--- src/rtl/ifmap_rd_pkg.sv ---
// ifmap_rd_pkg: shared constants and FSM state type for the ifmap read sequencer.
// Optional feature macro used by the block: IFMAP_RD_REPEAT_EN (multi-pass replay).
package ifmap_rd_pkg;

    localparam int unsigned IFMAP_DEPTH  = 128;
    localparam int unsigned IFMAP_ADDR_W = 7;
    localparam int unsigned IFMAP_DATA_W = 8;
    localparam int unsigned IFMAP_CNT_W  = 8;

    typedef enum logic [1:0] {
        IDLE  = 2'd0,
        RUN   = 2'd1,
        DRAIN = 2'd2
    } rd_state_t;

endpackage

--- src/rtl/ifmap_rd_skid.sv ---
// ifmap_rd_skid: 2-entry FIFO of {data, last} feeding the MAC-array stream.
// Ports:
//   clk, rst_n            clock, async active-low reset
//   push/push_data/push_last  write side (no full check; caller guarantees room)
//   valid/ready/data/last     read side, valid/ready handshake
//   count                 current occupancy (0..2)
module ifmap_rd_skid
    import ifmap_rd_pkg::*;
#(
    parameter int unsigned DATA_W = IFMAP_DATA_W
) (
    input  logic              clk,
    input  logic              rst_n,
    input  logic              push,
    input  logic [DATA_W-1:0] push_data,
    input  logic              push_last,
    output logic              valid,
    input  logic              ready,
    output logic [DATA_W-1:0] data,
    output logic              last,
    output logic [1:0]        count
);

    logic [DATA_W-1:0] mem_data [2];
    logic [1:0]        mem_last;
    logic              wr_ptr;
    logic              rd_ptr;
    logic [1:0]        count_q;
    logic              pop;

    assign valid = (count_q != 2'd0);
    assign pop   = valid & ready;
    assign data  = mem_data[rd_ptr];
    assign last  = mem_last[rd_ptr];
    assign count = count_q;

    // Storage, pointers and occupancy; head entry is stable until popped.
    always_ff @(posedge clk or negedge rst_n) begin
        if (!rst_n) begin
            mem_data[0] <= '0;
            mem_data[1] <= '0;
            mem_last    <= '0;
            wr_ptr      <= 1'b0;
            rd_ptr      <= 1'b0;
            count_q     <= 2'd0;
        end else begin
            if (push) begin
                mem_data[wr_ptr] <= push_data;
                mem_last[wr_ptr] <= push_last;
                wr_ptr           <= ~wr_ptr;
            end
            if (pop) begin
                rd_ptr <= ~rd_ptr;
            end
            count_q <= count_q + 2'(push) - 2'(pop);
        end
    end

endmodule

--- src/rtl/ifmap_rd_ctrl.sv ---
// ifmap_rd_ctrl: read sequencer for the 128x8 ifmap buffer. Walks addresses
// 0..len-1 per pass, absorbs the buffer's 1-cycle read latency and streams bytes
// to the MAC array over valid/ready. Macro IFMAP_RD_REPEAT_EN enables multi-pass
// replay (repeat_i passes); without it exactly one pass runs.
// Ports:
//   start_i, len_i, repeat_i   job request (sampled on start_i)
//   busy_o, done_o             job status
//   buf_rden_o, buf_addr_o, buf_data_i   buffer read port
//   ifmap_valid_o/ready_i/data_o/last_o  output stream
module ifmap_rd_ctrl
    import ifmap_rd_pkg::*;
#(
    parameter int unsigned DEPTH  = IFMAP_DEPTH,
    parameter int unsigned DATA_W = IFMAP_DATA_W
) (
    input  logic                    clk,
    input  logic                    rst_n,
    input  logic                    start_i,
    input  logic [7:0]              len_i,
    input  logic [7:0]              repeat_i,
    output logic                    busy_o,
    output logic                    done_o,
    output logic                    buf_rden_o,
    output logic [IFMAP_ADDR_W-1:0] buf_addr_o,
    input  logic [DATA_W-1:0]       buf_data_i,
    output logic                    ifmap_valid_o,
    input  logic                    ifmap_ready_i,
    output logic [DATA_W-1:0]       ifmap_data_o,
    output logic                    ifmap_last_o
);

    localparam int unsigned CW = IFMAP_CNT_W;

    rd_state_t               state_q;
    rd_state_t               state_d;
    logic [CW-1:0]           len_q;
    logic [CW-1:0]           len_sat;
    logic [IFMAP_ADDR_W-1:0] addr_cnt_q;
    logic [IFMAP_ADDR_W-1:0] addr_hold_q;
    logic                    rden_q;
    logic                    last_q;
    logic                    busy_q;
    logic                    null_done_q;
    logic                    rden_c;
    logic                    done_c;
    logic                    pop;
    logic                    addr_last;
    logic                    pass_last;
    logic                    start_ok;
    logic                    start_nz;
    logic [1:0]              fifo_count;
    logic [2:0]              occ;

    assign len_sat   = (len_i > CW'(DEPTH)) ? CW'(DEPTH) : len_i;
    assign start_ok  = start_i && (state_q == IDLE) && !null_done_q;
    assign start_nz  = (len_i != 8'd0) && (repeat_i != 8'd0);
    assign addr_last = (CW'(addr_cnt_q) == (len_q - CW'(1)));
    assign pop       = ifmap_valid_o & ifmap_ready_i;
    // Entries held plus the read still in flight; must stay below 2 after this cycle's pop.
    assign occ       = 3'(fifo_count) + 3'(rden_q);

`ifdef IFMAP_RD_REPEAT_EN
    logic [CW-1:0] rep_q;
    logic [CW-1:0] pass_cnt_q;

    assign pass_last = (pass_cnt_q == (rep_q - CW'(1)));

    // Pass counter: advances each time the address counter wraps.
    always_ff @(posedge clk or negedge rst_n) begin
        if (!rst_n) begin
            rep_q      <= '0;
            pass_cnt_q <= '0;
        end else if (start_ok) begin
            rep_q      <= repeat_i;
            pass_cnt_q <= '0;
        end else if (rden_c && addr_last) begin
            pass_cnt_q <= pass_cnt_q + CW'(1);
        end
    end
`else
    assign pass_last = 1'b1;
`endif

    // State register.
    always_ff @(posedge clk or negedge rst_n) begin
        if (!rst_n) begin
            state_q <= IDLE;
        end else begin
            state_q <= state_d;
        end
    end

    // Next state, read issue and completion.
    always_comb begin
        state_d = state_q;
        rden_c  = 1'b0;
        done_c  = 1'b0;
        case (state_q)
            IDLE: begin
                if (start_ok && start_nz) begin
                    state_d = RUN;
                end
            end
            RUN: begin
                rden_c = (occ < (3'd2 + 3'(pop)));
                if (rden_c && addr_last && pass_last) begin
                    state_d = DRAIN;
                end
            end
            DRAIN: begin
                if ((fifo_count == 2'd0) && !rden_q) begin
                    state_d = IDLE;
                    done_c  = 1'b1;
                end
            end
            default: begin
                state_d = IDLE;
            end
        endcase
    end

    // Job parameters, address counter and read-tracking flops.
    always_ff @(posedge clk or negedge rst_n) begin
        if (!rst_n) begin
            len_q       <= '0;
            addr_cnt_q  <= '0;
            addr_hold_q <= '0;
            rden_q      <= 1'b0;
            last_q      <= 1'b0;
            busy_q      <= 1'b0;
            null_done_q <= 1'b0;
        end else begin
            rden_q      <= rden_c;
            last_q      <= rden_c & addr_last;
            busy_q      <= (state_d != IDLE);
            null_done_q <= start_ok && !start_nz;
            if (start_ok) begin
                len_q      <= len_sat;
                addr_cnt_q <= '0;
            end else if (rden_c) begin
                addr_cnt_q <= addr_last ? '0 : (addr_cnt_q + IFMAP_ADDR_W'(1));
            end
            // Remember the last issued address; park at 0 once idle.
            if (state_d == IDLE) begin
                addr_hold_q <= '0;
            end else if (rden_c) begin
                addr_hold_q <= addr_cnt_q;
            end
        end
    end

    assign busy_o     = busy_q;
    assign done_o     = done_c | null_done_q;
    assign buf_rden_o = rden_c;
    assign buf_addr_o = rden_c ? addr_cnt_q : addr_hold_q;

    // Returned read data lands in the FIFO one cycle after issue.
    ifmap_rd_skid #(
        .DATA_W (DATA_W)
    ) u_skid (
        .clk       (clk),
        .rst_n     (rst_n),
        .push      (rden_q),
        .push_data (buf_data_i),
        .push_last (last_q),
        .valid     (ifmap_valid_o),
        .ready     (ifmap_ready_i),
        .data      (ifmap_data_o),
        .last      (ifmap_last_o),
        .count     (fifo_count)
    );

endmodule

--- config.mk ---
export PLATFORM = sky130hd
export DESIGN_NAME = ifmap_rd_ctrl
export DESIGN_NICKNAME = d
export VERILOG_FILES = /design/src/rtl/ifmap_rd_pkg.sv /design/src/rtl/ifmap_rd_skid.sv /design/src/rtl/ifmap_rd_ctrl.sv
export SDC_FILE = /design/constraint.sdc
export NUM_CORES = 1
export LEC_CHECK = 0
export CAP_MARGIN = 10
export CORE_MARGIN = 5
export CORE_UTILIZATION = 52
export CTS_BUF_LIST = sky130_fd_sc_hd__clkbuf_4 sky130_fd_sc_hd__clkbuf_8 sky130_fd_sc_hd__clkbuf_16
export DETAILED_ROUTE_END_ITERATION = 8
export PLACE_DENSITY = 0.77
export REMOVE_ABC_BUFFERS = 1
export SLEW_MARGIN = 20
export SYNTH_ARGS = -nofsm -noshare
export SYNTH_HDL_FRONTEND = slang
export SYNTH_HIERARCHICAL = 1
export SYNTH_SLANG_ARGS = --single-unit
--- constraint.sdc ---
create_clock -name clk -period 3.95 [get_ports clk]
set_clock_uncertainty 0.2 [all_clocks]
set_input_delay 0.9875 -clock clk [delete_from_list [all_inputs] [get_ports clk]]
set_output_delay 0.9875 -clock clk [all_outputs]
set_load 0.01 [all_outputs]
==> metrics <==
diode count 0; Max VDD drop 0.5473 mV; DRC errors left 0; gr usage total 0.1709; Arr. time, crit path 2.59 ns; Static Leak 1.580 nW; register area share after synthesis 0.4880; clk buf depth 2; routability cong. 0.7659; Top FF cell, synth dfrtp_1; Async SR Flop Fraction 1.000; Synth Warn # 6; full die area 6434 um^2; largest net degree at the start of global routing slightly above 50; Synth top area share 0.4880; Site Rows 25; RSZ-0062 raised after global routing no; clk root buf clkbuf_8; # clock sinks 50; area leader, netlist dfrtp_1; Nets 309; max cap viols 0; die height 80.22 um; CP required 2.76 ns; PnR Total Power 2.901 mW; clock latency on the worst-skew pair 0.30 ns; post-route setup TNS 0 ns; Worst slew margin 0.5157; initial antenna violation count 0; post-synthesis cell count 218; total grt overflow 0; vias per std cell 5.193; commonest cells after routing, fill and taps aside 50 x dfrtp_1, 39 x clkdlybuf4s50_1, 18 x mux2_2; DR pass1 iterations 4; I/O Buffers 47; Hold Crit Class register to register; Period minus WS final about 3.8 ns; Cell Area, Synth roughly 2600 um^2; WL/cell approximately 15 um; critical path startpoint category primary input; Post-Route WL 5120 um; PwrDens 872.9 nW/um^2; Die W 80.22 um; most common cell after layout, fill and taps aside dfrtp_1; global-route wire length before repair 8514 um; CP max FO 4; crit end category output port; endpoints failing setup 0; CTS tree done; Final ANT Viol Nets 0; status completed; synth unique cells 45; TritonCTS buffer count 5; DP HPWL 3731 um; WS Path Type primary input to output port; Slew Viols, Final 0; R2R setup slack 1.38 ns; Final Hold Viols 0; share of layout cells above drive strength 1 0.2327; CORE AREA 4755 um^2; Max Fclk ~260 MHz; final worst-path cycle share 0.9570; H-tree levels 2; synthesized flop and latch total 50; final core utilization 0.6989; DRT iter0 DRCs 18; Synth area leaders dfrtp_1 49%, mux2_2 7.9%, mux2_4 5.3%; worst-margin pin slew 0.7232 ns; total vias in the final route between 1500 and 2000; syn avg cell area roughly 12 um^2; clock transition at the registers of the reported paths 0.08 ns; area delta synth->final 29.62%; Post-synth EDFFs 0; vias in the first global route about 1900; final hold slack 0.3088 ns; Initial Util 0.5392; IO Pins 48
-- stage by stage --
step | instance area [um^2] | cells | worst slack [ns]
3_3_place_gp | 3139 | 334 | 0.004681
6_report | 3323 | 342 | 0.1698
2_1_floorplan | 2524 | 212 | 0.2503
5_1_grt | 3323 | 342 | 0.09041
3_5_place_dp | 3139 | 334 | -0.001261
4_1_cts | 3259 | 341 | 0.01471
-- synth_stat cells, types with 2 or more instances --
cell and n:
a21oi_1 5, a32o_1 2, buf_2 2, buf_6 2, clkbuf_1 2, dfrtp_1 50, ha_1 6, inv_1 11
mux2_2 18, mux2_4 9, mux2i_1 6, nand2_1 12, nand2b_1 7, nand3_1 3, nand3b_1 4, nor2_1 11
nor2b_1 3, nor3_1 6, nor3_2 5, nor4_1 2, o21ai_1 8, or2_2 2, or4_1 2, xnor2_1 11
xor2_1 9
-- cell families after synthesis --
kind of cell / synth area share
AND/OR/NAND/NOR: 0.1679
flip-flops: 0.4880
multiplexers: 0.1596
AO/OA/AOI/OAI: 0.05369
XOR/XNOR: 0.06833
buffers and inverters: 0.03319
adder cells (fa/ha/maj): 0.02928
-- metal layers --
layer  vias to the layer above  track usage  share of wire
met5                         -            0              0
met1                       855       0.2111           0.43
met4                         0      0.06757          0.018
met2                        38       0.2930           0.51
met3                        10      0.03251          0.042
li1                        873            -              -
-- where the power goes --
part	switching (mW)	internal, mW
combinational	0.673	0.933
sequential	0.210	0.722
clock	0.160	0.203
total	1.04	1.86
-- flip-flops by register name (all words and copies together) (netlist names) --
signal,count
u_skid/mem_data,16
last_q,1
u_skid/mem_last,2
len_q,8
busy_o,1
rden_q,1
addr_hold_q,7
u_skid/wr_ptr,1
u_skid/rd_ptr,1
null_done_q,1
state_q,2
u_skid/count,2
addr_cnt_q,7
-- layout make-up --
class	instances	area, um^2
inverter	12	45.04
clock buffer	6	82.58
multi-input combinational	150	1274
sequential	50	1251
fill	377	1431
tap	67	83.83
timing repair buffer	56	556.8
clock inverter	1	30.03
-- worst paths after layout --
| path | start | to | depth (start not counted) |
|---|---|---|---|
| hold / removal | u_skid/mem_data[7] | u_skid/mem_data[7] | 1 |
| hold reg to reg | u_skid/mem_data[7] | u_skid/mem_data[7] | 1 |
| setup / recovery | ifmap_ready_i | buf_rden_o | 6 |
| max in group asynchronous | rst_n | len_q[2] | 1 |
| setup reg to reg | u_skid/count[0] | addr_cnt_q[3] | 8 |
| min in group asynchronous | rst_n | u_skid/mem_data[9] | 1 |
-- worst max-delay path, cell delays in order --
cell	delay, ns
clkdlybuf4s50_1	0.47
nand3b_1	0.13
a21oi_2	0.20
buf_4	0.17
buf_4	0.11
clkdlybuf4s50_1	0.52
-- timing repair --
item | 4_1_cts | 5_1_grt
cloned | 0 | 0
resized for setup | 2 | 14
endpoints found under the setup margin | 3 | 7
pin swaps | 0 | 2
setup buffers | 0 | 1
hold buffers | 0 | 0
(Power assumes the default switching activity.)
